`src/rtl/fns_pkg.sv`:
```
// Shared types and constant helpers for the FNS crosstalk-avoidance codeword decoder.
package fns_pkg;

  typedef enum logic [1:0] {
    StIdle,
    StRun,
    StDone
  } fns_dec_state_e;

  // FNS weight of bit i: 1, 2, 3, 5, 8, ...
  function automatic int unsigned fns_weight(input int unsigned i);
    int unsigned a;
    int unsigned b;
    int unsigned t;
    a = 1;
    b = 2;
    if (i == 0) return 1;
    for (int unsigned k = 1; k < i; k++) begin
      t = a + b;
      a = b;
      b = t;
    end
    return b;
  endfunction

  // Width needed to hold any legal decoded value: clog2(W[code_w]).
  function automatic int unsigned fns_data_w(input int unsigned code_w);
    return $clog2(fns_weight(code_w));
  endfunction

endpackage

```
`src/rtl/fns_slice_sum.sv`:
```
// Combinational weighted sum of one BITS_PER_CYC-wide codeword slice.
// Slice k covers codeword bits k*BITS_PER_CYC and up; positions past CODE_W weigh zero.
module fns_slice_sum
  import fns_pkg::*;
#(
  parameter int unsigned CODE_W       = 11,
  parameter int unsigned BITS_PER_CYC = 1,
  parameter int unsigned SUM_W        = 9,
  parameter int unsigned IDX_W        = 4
) (
  input  logic [IDX_W-1:0]        slice_idx_i,
  input  logic [BITS_PER_CYC-1:0] bits_i,
  output logic [SUM_W-1:0]        sum_o
);

  localparam int unsigned NumSlices = (CODE_W + BITS_PER_CYC - 1) / BITS_PER_CYC;
  // One spare slice so the index stays in range while the counter sits at its final value.
  localparam int unsigned TabN      = (NumSlices + 1) * BITS_PER_CYC;
  localparam int unsigned TabIdxW   = $clog2(TabN);

  logic [SUM_W-1:0] wt_tab [TabN];

  for (genvar g = 0; g < TabN; g++) begin : g_wt
    if (g < CODE_W) begin : g_live
      assign wt_tab[g] = SUM_W'(fns_weight(g));
    end else begin : g_pad
      assign wt_tab[g] = '0;
    end
  end

  logic [TabIdxW-1:0] base;

  // Add the table weight of every set bit in the slice.
  always_comb begin
    logic [TabIdxW-1:0] idx;
    sum_o = '0;
    base  = TabIdxW'(slice_idx_i) * TabIdxW'(BITS_PER_CYC);
    for (int j = 0; j < int'(BITS_PER_CYC); j++) begin
      idx = base + TabIdxW'(j);
      if (bits_i[j]) sum_o = sum_o + wt_tab[idx];
    end
  end

endmodule

```
`src/rtl/fns_cac_dec_seq.sv`:
```
// Multi-cycle FNS codeword decoder with valid/ready on both sides.
// Optional macro FNS_DEC_LEGAL_CHECK_EN adds an adjacent-ones detector driving out_err.
module fns_cac_dec_seq
  import fns_pkg::*;
#(
  parameter int unsigned CODE_W       = 11,
  parameter int unsigned BITS_PER_CYC = 1,
  parameter int unsigned DATA_W       = fns_data_w(CODE_W)
) (
  input  logic              clk,
  input  logic              rst_n,
  input  logic              in_valid,
  output logic              in_ready,
  input  logic [CODE_W-1:0] codein,
  output logic              out_valid,
  input  logic              out_ready,
  output logic [DATA_W-1:0] dataout,
  output logic              out_err
);

  localparam int unsigned NumSlices = (CODE_W + BITS_PER_CYC - 1) / BITS_PER_CYC;
  localparam int unsigned CntW      = $clog2(NumSlices + 1);
  localparam int unsigned AccW      = DATA_W + 1;

  fns_dec_state_e    state_q, state_d;
  logic [CODE_W-1:0] shift_q, shift_d;
  logic [AccW-1:0]   acc_q, acc_d;
  logic [CntW-1:0]   cnt_q, cnt_d;
  logic [DATA_W-1:0] dout_q, dout_d;

  logic [BITS_PER_CYC-1:0] slice;
  logic [AccW-1:0]         slice_sum;
  logic                    accept;
  logic                    run_step;

  assign slice    = shift_q[BITS_PER_CYC-1:0];
  assign accept   = (state_q == StIdle) && in_valid;
  // The counter reaching NumSlices marks the extra cycle that publishes the result.
  assign run_step = (state_q == StRun) && (cnt_q != CntW'(NumSlices));

  fns_slice_sum #(
    .CODE_W      (CODE_W),
    .BITS_PER_CYC(BITS_PER_CYC),
    .SUM_W       (AccW),
    .IDX_W       (CntW)
  ) u_slice_sum (
    .slice_idx_i(cnt_q),
    .bits_i     (slice),
    .sum_o      (slice_sum)
  );

  // State and datapath registers.
  always_ff @(posedge clk or negedge rst_n) begin
    if (!rst_n) begin
      state_q <= StIdle;
      shift_q <= '0;
      acc_q   <= '0;
      cnt_q   <= '0;
      dout_q  <= '0;
    end else begin
      state_q <= state_d;
      shift_q <= shift_d;
      acc_q   <= acc_d;
      cnt_q   <= cnt_d;
      dout_q  <= dout_d;
    end
  end

  // Next-state and datapath update.
  always_comb begin
    state_d = state_q;
    shift_d = shift_q;
    acc_d   = acc_q;
    cnt_d   = cnt_q;
    dout_d  = dout_q;
    unique case (state_q)
      StIdle: begin
        if (in_valid) begin
          shift_d = codein;
          acc_d   = '0;
          cnt_d   = '0;
          state_d = StRun;
        end
      end
      StRun: begin
        if (run_step) begin
          acc_d   = acc_q + slice_sum;
          shift_d = shift_q >> BITS_PER_CYC;
          cnt_d   = cnt_q + 1'b1;
        end else begin
          dout_d  = acc_q[DATA_W-1:0];
          state_d = StDone;
        end
      end
      StDone: begin
        if (out_ready) state_d = StIdle;
      end
      default: state_d = StIdle;
    endcase
  end

  assign in_ready  = (state_q == StIdle);
  assign out_valid = (state_q == StDone);
  assign dataout   = dout_q;

`ifdef FNS_DEC_LEGAL_CHECK_EN
  logic err_q, err_d;
  logic msb_q, msb_d;

  // Error and carried-MSB registers.
  always_ff @(posedge clk or negedge rst_n) begin
    if (!rst_n) begin
      err_q <= 1'b0;
      msb_q <= 1'b0;
    end else begin
      err_q <= err_d;
      msb_q <= msb_d;
    end
  end

  // Flag adjacent ones inside a slice and across the boundary with the previous slice.
  always_comb begin
    err_d = err_q;
    msb_d = msb_q;
    if (accept) begin
      err_d = 1'b0;
      msb_d = 1'b0;
    end else if (run_step) begin
      err_d = err_q | (|(slice & (slice >> 1))) | (msb_q & slice[0]);
      msb_d = slice[BITS_PER_CYC-1];
    end
  end

  assign out_err = err_q;
`else
  assign out_err = 1'b0;
`endif

endmodule

```
`config.mk`:
```
export PLATFORM = sky130hd
export DESIGN_NAME = fns_cac_dec_seq
export DESIGN_NICKNAME = d
export VERILOG_FILES = /design/src/rtl/fns_pkg.sv /design/src/rtl/fns_slice_sum.sv /design/src/rtl/fns_cac_dec_seq.sv
export SDC_FILE = /design/constraint.sdc
export NUM_CORES = 1
export LEC_CHECK = 0
export ABC_AREA = 1
export CAP_MARGIN = 10
export CORE_ASPECT_RATIO = 0.7
export CORE_UTILIZATION = 55
export DETAILED_ROUTE_END_ITERATION = 8
export PLACE_DENSITY = 0.83
export SLEW_MARGIN = 20
export SYNTH_ARGS = -nofsm -noshare
export SYNTH_HDL_FRONTEND = slang
export SYNTH_SLANG_ARGS = --single-unit
```
`constraint.sdc`:
```
create_clock -name clk -period 2.4 [get_ports clk]
set_input_delay 0.48 -clock clk [delete_from_list [all_inputs] [get_ports clk]]
set_output_delay 0.48 -clock clk [all_outputs]
set_load 0.01 [all_outputs]
```
==> flow_summary.toml, run 1 <==
[critical_path]
start_kind = "flip-flop"
r2r_slack_ns = 0.19
path_class = "flip-flop to flip-flop"
rr_worst_depth = 14
crit_arrival_ns = 2.39
required_ns = 2.58
end_kind = "flip-flop"
worstPathMaxFanout = 4

[pwr]
ir_worst_vdd_mv = 0.8729
power_leakage_nw = 1.171
finalPower_mw = 3.381
powerDensity_nw_per_um2 = 1393

[timing]
fmax_ghz = 0.4521
hold_viol = 0
setup_tns_ns = 0
rsz0062_at_grt = "false"
final.setup_skew_ns = 0.006393
fin_ws_ns = 0.1880
drv_slew = 0
finalSetupViolations = 0
finalCritPeriodShare_pct = 92.17
fin_crit_ns = 2.212

[finish]
n_antenna_cell = 0
syn2layout_area_growth_pct = 17.86
drive_above_1_share_pct = 18.60
layout.cells.most_common = "nand2_1"
nets = 288
layout_common_cells = "nand2_1 (52), dfrtp_1 (33), inv_1 (32)"

[synth]
synth-xor-area-share_pct = 0.8505
syn_area_um2 = 2059
synth-seq-area-share_pct = 40.10
synth_simple_gate_area_share_pct = 21.32
yosys_warnings = 0
synth-compound-area-share_pct = 18.17
synth_top_family_by_area = "simple AND/OR/NAND/NOR gates"
ys_types = 31
synth.area.mux_share_pct = 0
yosys_most_used_dff = "dfrtp_1"
synth_fp_nets = 259
postSynthCellCount = 229
async_flop_share_pct = 100.0
synth_edf_count = 0
ys_ff_latch = 33
synth_fa_ha_area_share_pct = 9.478
synth.avg_cell_area_um2 = 8.993

[placed_design]
place_ws_ns = 0.09552
place_congestion = 0.8997
io_buffers = 24
hpwl_mm = 3.011

[global_route]
grt_pass1_wl_mm = 6.768
grt_max_degree = 34
grt_usage_pct = 24.00
grt_overflow = 0
grt_pass1_vias = 1430
antenna_found_initial = 0

[clocking]
htree_levels = 2
cts_buffers = 5
cts_num_sinks = 33
cts_tree = "yes"
clock_path_buffers = 2
insertion_delay_ns = 0.29
postCtsSetupBuffers = 0
path_clk_slew_ns = 0.06
root_buffer = "clkbuf_8"

[die]
die_w_um = 75.14
dieArea_um2 = 3997
rows = 18
io_pins = 26
start_util_pct = 57.88
core_area_um2 = 3558
die_y_um = 53.20

[detailed_routing]
wl_per_cell_um = 13.18
drt_pre_antenna_iters = 6
drt-vias-per-instance = 5.224
drt_iter0_drc = 131
antenna_left = 0
vias = 1609
drt_wl_total_mm = 4.058
drc_errors = 0

[flow_run]
drv_cap = 0

[min_path]
hold-path-cell-count = 2
min_path_type = "flip-flop to flip-flop"

[status]
status = "finished, final reports clean"
-- path summary, 6_finish.rpt --
check | startpoint | endpoint
max in group asynchronous | rst_n | shift_q[8]
worst min-delay path | dataout[6] | dataout[6]
worst max-delay path | cnt_q[1] | acc_q[6]
worst max register to register | cnt_q[1] | acc_q[6]
min in group asynchronous | rst_n | acc_q[4]
worst min register to register | dataout[6] | dataout[6]
-- final cells by class --
cell class / instances / area, um^2
Multi-Input combinational cell: 152 / 1032
Fill cell: 326 / 1131
Tap cell: 50 / 62.56
Timing Repair Buffer: 30 / 285.3
Clock buffer: 7 / 86.33
Inverter: 36 / 135.1
Sequential cell: 33 / 825.8
-- registers in the layout, indices dropped and copies added (netlist names) --
name     cells
dataout      8
acc_q        8
state_q      2
shift_q     11
cnt_q        4
-- cells by family (layout without fill, tap and decap cells) --
kind of cell    count (synthesis)  count (layout)
compound gates                 40              40
xor+xnor                        2               2
fa+ha+maj                      15              15
buf+inv                        44              73
flops                          33              33
other cells                     1               1
simple gates                   94              94
-- repair_timing --
action,CTS,global route
setup endpoints to repair,0,4
hold buffers,0,0
gates resized for setup,0,2
-- worst max-delay path: stages, from the launching register on --
cell      delay [ns]
dfrtp_1         0.39
inv_2           0.10
ha_1            0.25
inv_1           0.10
nand2_1         0.07
nand2_1         0.07
o22ai_1         0.07
ha_1            0.22
fa_2            0.36
nand2_1         0.07
nand2_1         0.09
nand3b_1        0.12
nand3_1         0.07
nand3_1         0.08
nand2_1         0.05
-- through the flow --
step,instance area [um^2],util (%),cells,hold slack [ns]
floorplan,2059,-,229,0.1844
global placement,2338,65.72,301,0.4554
detailed placement,2338,65.72,301,0.4651
CTS,2425,68.14,308,0.4788
global route,2427,68.21,308,0.5047
finish,2427,68.21,308,0.4744
-- synth_stat cells (2+ instances only) --
cell / n / share of area [%]
a21oi_1: 7 / 1.7
nand2_1: 52 / 9.5
nand3b_1: 2 / 0.73
inv_2: 3 / 0.55
o22ai_2: 2 / 1.2
o21ai_0: 3 / 0.73
ha_1: 14 / 8.5
inv_1: 33 / 6.0
buf_4: 2 / 0.73
nor2_1: 11 / 2.0
o21ai_2: 13 / 5.5
nand3_1: 23 / 5.6
o22ai_1: 2 / 0.61
buf_6: 4 / 2.2
dfrtp_1: 33 / 40
nand2_4: 2 / 1.1
o221ai_2: 9 / 6.6
-- layer usage --
layer / GRT usage, % / wire [um]
met1: 33.21 / 2013
met2: 35.59 / 1742
met3: 5.143 / 224
met4: 11.73 / 78
met5: 0 / 0
-- report_power, final --
group / internal [mW] / switching (mW) / leakage (nW)
registers: 0.815 / 0.156 / 0.420
clock network: 0.227 / 0.195 / 0.0443
logic: 0.813 / 1.18 / 0.707
Power figures use the tool's default switching activity.
==> run 2, diff against run 1 <==
HOLD_SLACK_MARGIN = 0.03   (was not set)
PLACE_DENSITY = 0.89   (was 0.83)
REMOVE_ABC_BUFFERS = 1   (was not set)
==> flow_summary.toml, run 2 (synthesis results as in run 1) <==
[status]
status = "finished, final reports clean"

[clocking]
cts_tree = "yes"
clock_path_buffers = 2
root_buffer = "clkbuf_8"
cts_num_sinks = 33
path_clk_slew_ns = 0.06
cts_buffers = 5
insertion_delay_ns = 0.28
htree_levels = 2

[timing]
fin_ws_ns = 0.1422
fmax_ghz = 0.4429
final.setup_skew_ns = 0.005134
drv_slew = 0
finalSetupViolations = 0
setup_tns_ns = 0
hold_viol = 0
fin_crit_ns = 2.258
finalCritPeriodShare_pct = 94.07

[min_path]
hold_start = "dataout[2]"
min_path_type = "flip-flop to flip-flop"
hold-path-cell-count = 2
min_to = "dataout[2]"

[critical_path]
r2r_slack_ns = 0.14
r2r-end = "acc_q[5]"
cp_num_buf_inv = 2
worstPathMaxFanout = 4
required_ns = 2.57
end_kind = "flip-flop"
start_kind = "flip-flop"
rr_worst_depth = 12
crit_slowest_cell = "dfrtp_1"
path_class = "flip-flop to flip-flop"
worstPathCellList = "inv_2 > ha_1 > inv_2 > nand2_1 > o21ai_0 > a21oi_1 > ha_1 > or2_2 > nand3b_1 > nand3_1 > nand3_1 > nand2_1"
cp_top_family = "simple AND/OR/NAND/NOR gates"
critPathMaxStageDelay_ns = 0.37
timing.rr.start = "cnt_q[1]"
crit_arrival_ns = 2.43

[global_route]
grt_overflow = 0
use_met1_pct = 34.89
grt_pass1_wl_mm = 7.051
gr-max-usage-layer = "met2"
grt_pass1_vias = 1524
grt_max_degree = 34
grtUsageMet2_pct = 37.69
use_met3_pct = 5.143
antenna_found_initial = 0
grt_usage_pct = 24.88

[detailed_routing]
wl_per_cell_um = 13.47
antenna_left = 0
drt_pre_antenna_iters = 5
drt-vias-per-instance = 5.273
drt_iter0_drc = 182
vias = 1640
drc_errors = 0
drt_wl_total_mm = 4.190

[placed_design]
hpwl_mm = 3.076
place_ws_ns = 0.06192
place_area_um2 = 2338
place_congestion = 0.9502
io_buffers = 24

[die]
die_y_um = 53.20
die_w_um = 75.14
start_util_pct = 57.88
dieArea_um2 = 3997
rows = 18
io_pins = 26
core_area_um2 = 3558

[finish]
finalInstanceArea_um2 = 2446
n_antenna_cell = 0
fillers = 271
layout.cells.most_common = "nand2_1"
largest_register_ffs = 11
drive_above_1_share_pct = 20.69
syn2layout_area_growth_pct = 18.77
largest_register = "shift_q"
layout_common_cells = "nand2_1 (52), dfrtp_1 (32), inv_1 (31)"
nets = 292

[pwr]
ir_worst_vdd_mv = 0.9199
powerDensity_nw_per_um2 = 1400
power_leakage_nw = 1.183
finalPower_mw = 3.425

[flow_run]
drv_cap = 0
run 2: worst reg2reg max path: stages (launching register included):
cell and delay (ns):
dfrtp_1 0.37, inv_2 0.07, ha_1 0.31, inv_2 0.05, nand2_1 0.08, o21ai_0 0.08, a21oi_1 0.20, ha_1 0.31
or2_2 0.33, nand3b_1 0.13, nand3_1 0.08, nand3_1 0.08, nand2_1 0.05
run 2: routing by layer:
| layer | share of wire [%] | vias to the layer above |
|---|---|---|
| met1 | 48 | 765 |
| met2 | 45 | 49 |
| met4 | 1.3 | 0 |
| met5 | 0 | - |
| li1 | - | 819 |
| met3 | 5.9 | 7 |
run 2: repair_timing:
item,4_1_cts,5_1_grt
resized for setup,0,4
endpoints found under the setup margin,0,6
setup buffers,0,4
hold buffers,0,0
run 2: final cells by class:
cell class              instances  area, um^2  share of cell area [%]
clock buffers                   5       68.82                   2.813
multi-input cells             152        1032                   42.20
well taps                      50       62.56                   2.558
flip-flops and latches         33       827.0                   33.81
repair buffers                 34       315.3                   12.89
clock inverters                 1       5.005                  0.2046
inverters                      36       135.1                   5.524
run 2: power by group:
part	total, mW	internal, mW	switching (mW)
logic	2.07	0.854	1.22
clock network	0.376	0.190	0.185
registers	0.979	0.817	0.162
total	3.43	1.86	1.56
run 2: per-stage QoR:
step	std cells	hold WS [ns]	util [%]
after global placement	301	0.4601	65.72
after CTS	307	0.4890	67.79
after floorplan	221	0.1844	-
final	311	0.4852	68.74
after detailed placement	301	0.4717	65.72
after global routing	311	0.5078	68.74
run 2: worst max-delay path by stage:
stage / slack [ns] / depth (start not counted) / from / endpoint
floorplan: 0.20 / 14 / cnt_q[0] / acc_q[4]
global placement: 0.16 / 14 / cnt_q[0] / acc_q[4]
detailed placement: 0.06 / 14 / cnt_q[0] / acc_q[4]
CTS: 0.02 / 14 / cnt_q[0] / acc_q[4]
global route: -0.009 / 15 / cnt_q[0] / acc_q[6]
finish: 0.14 / 12 / cnt_q[1] / acc_q[5]
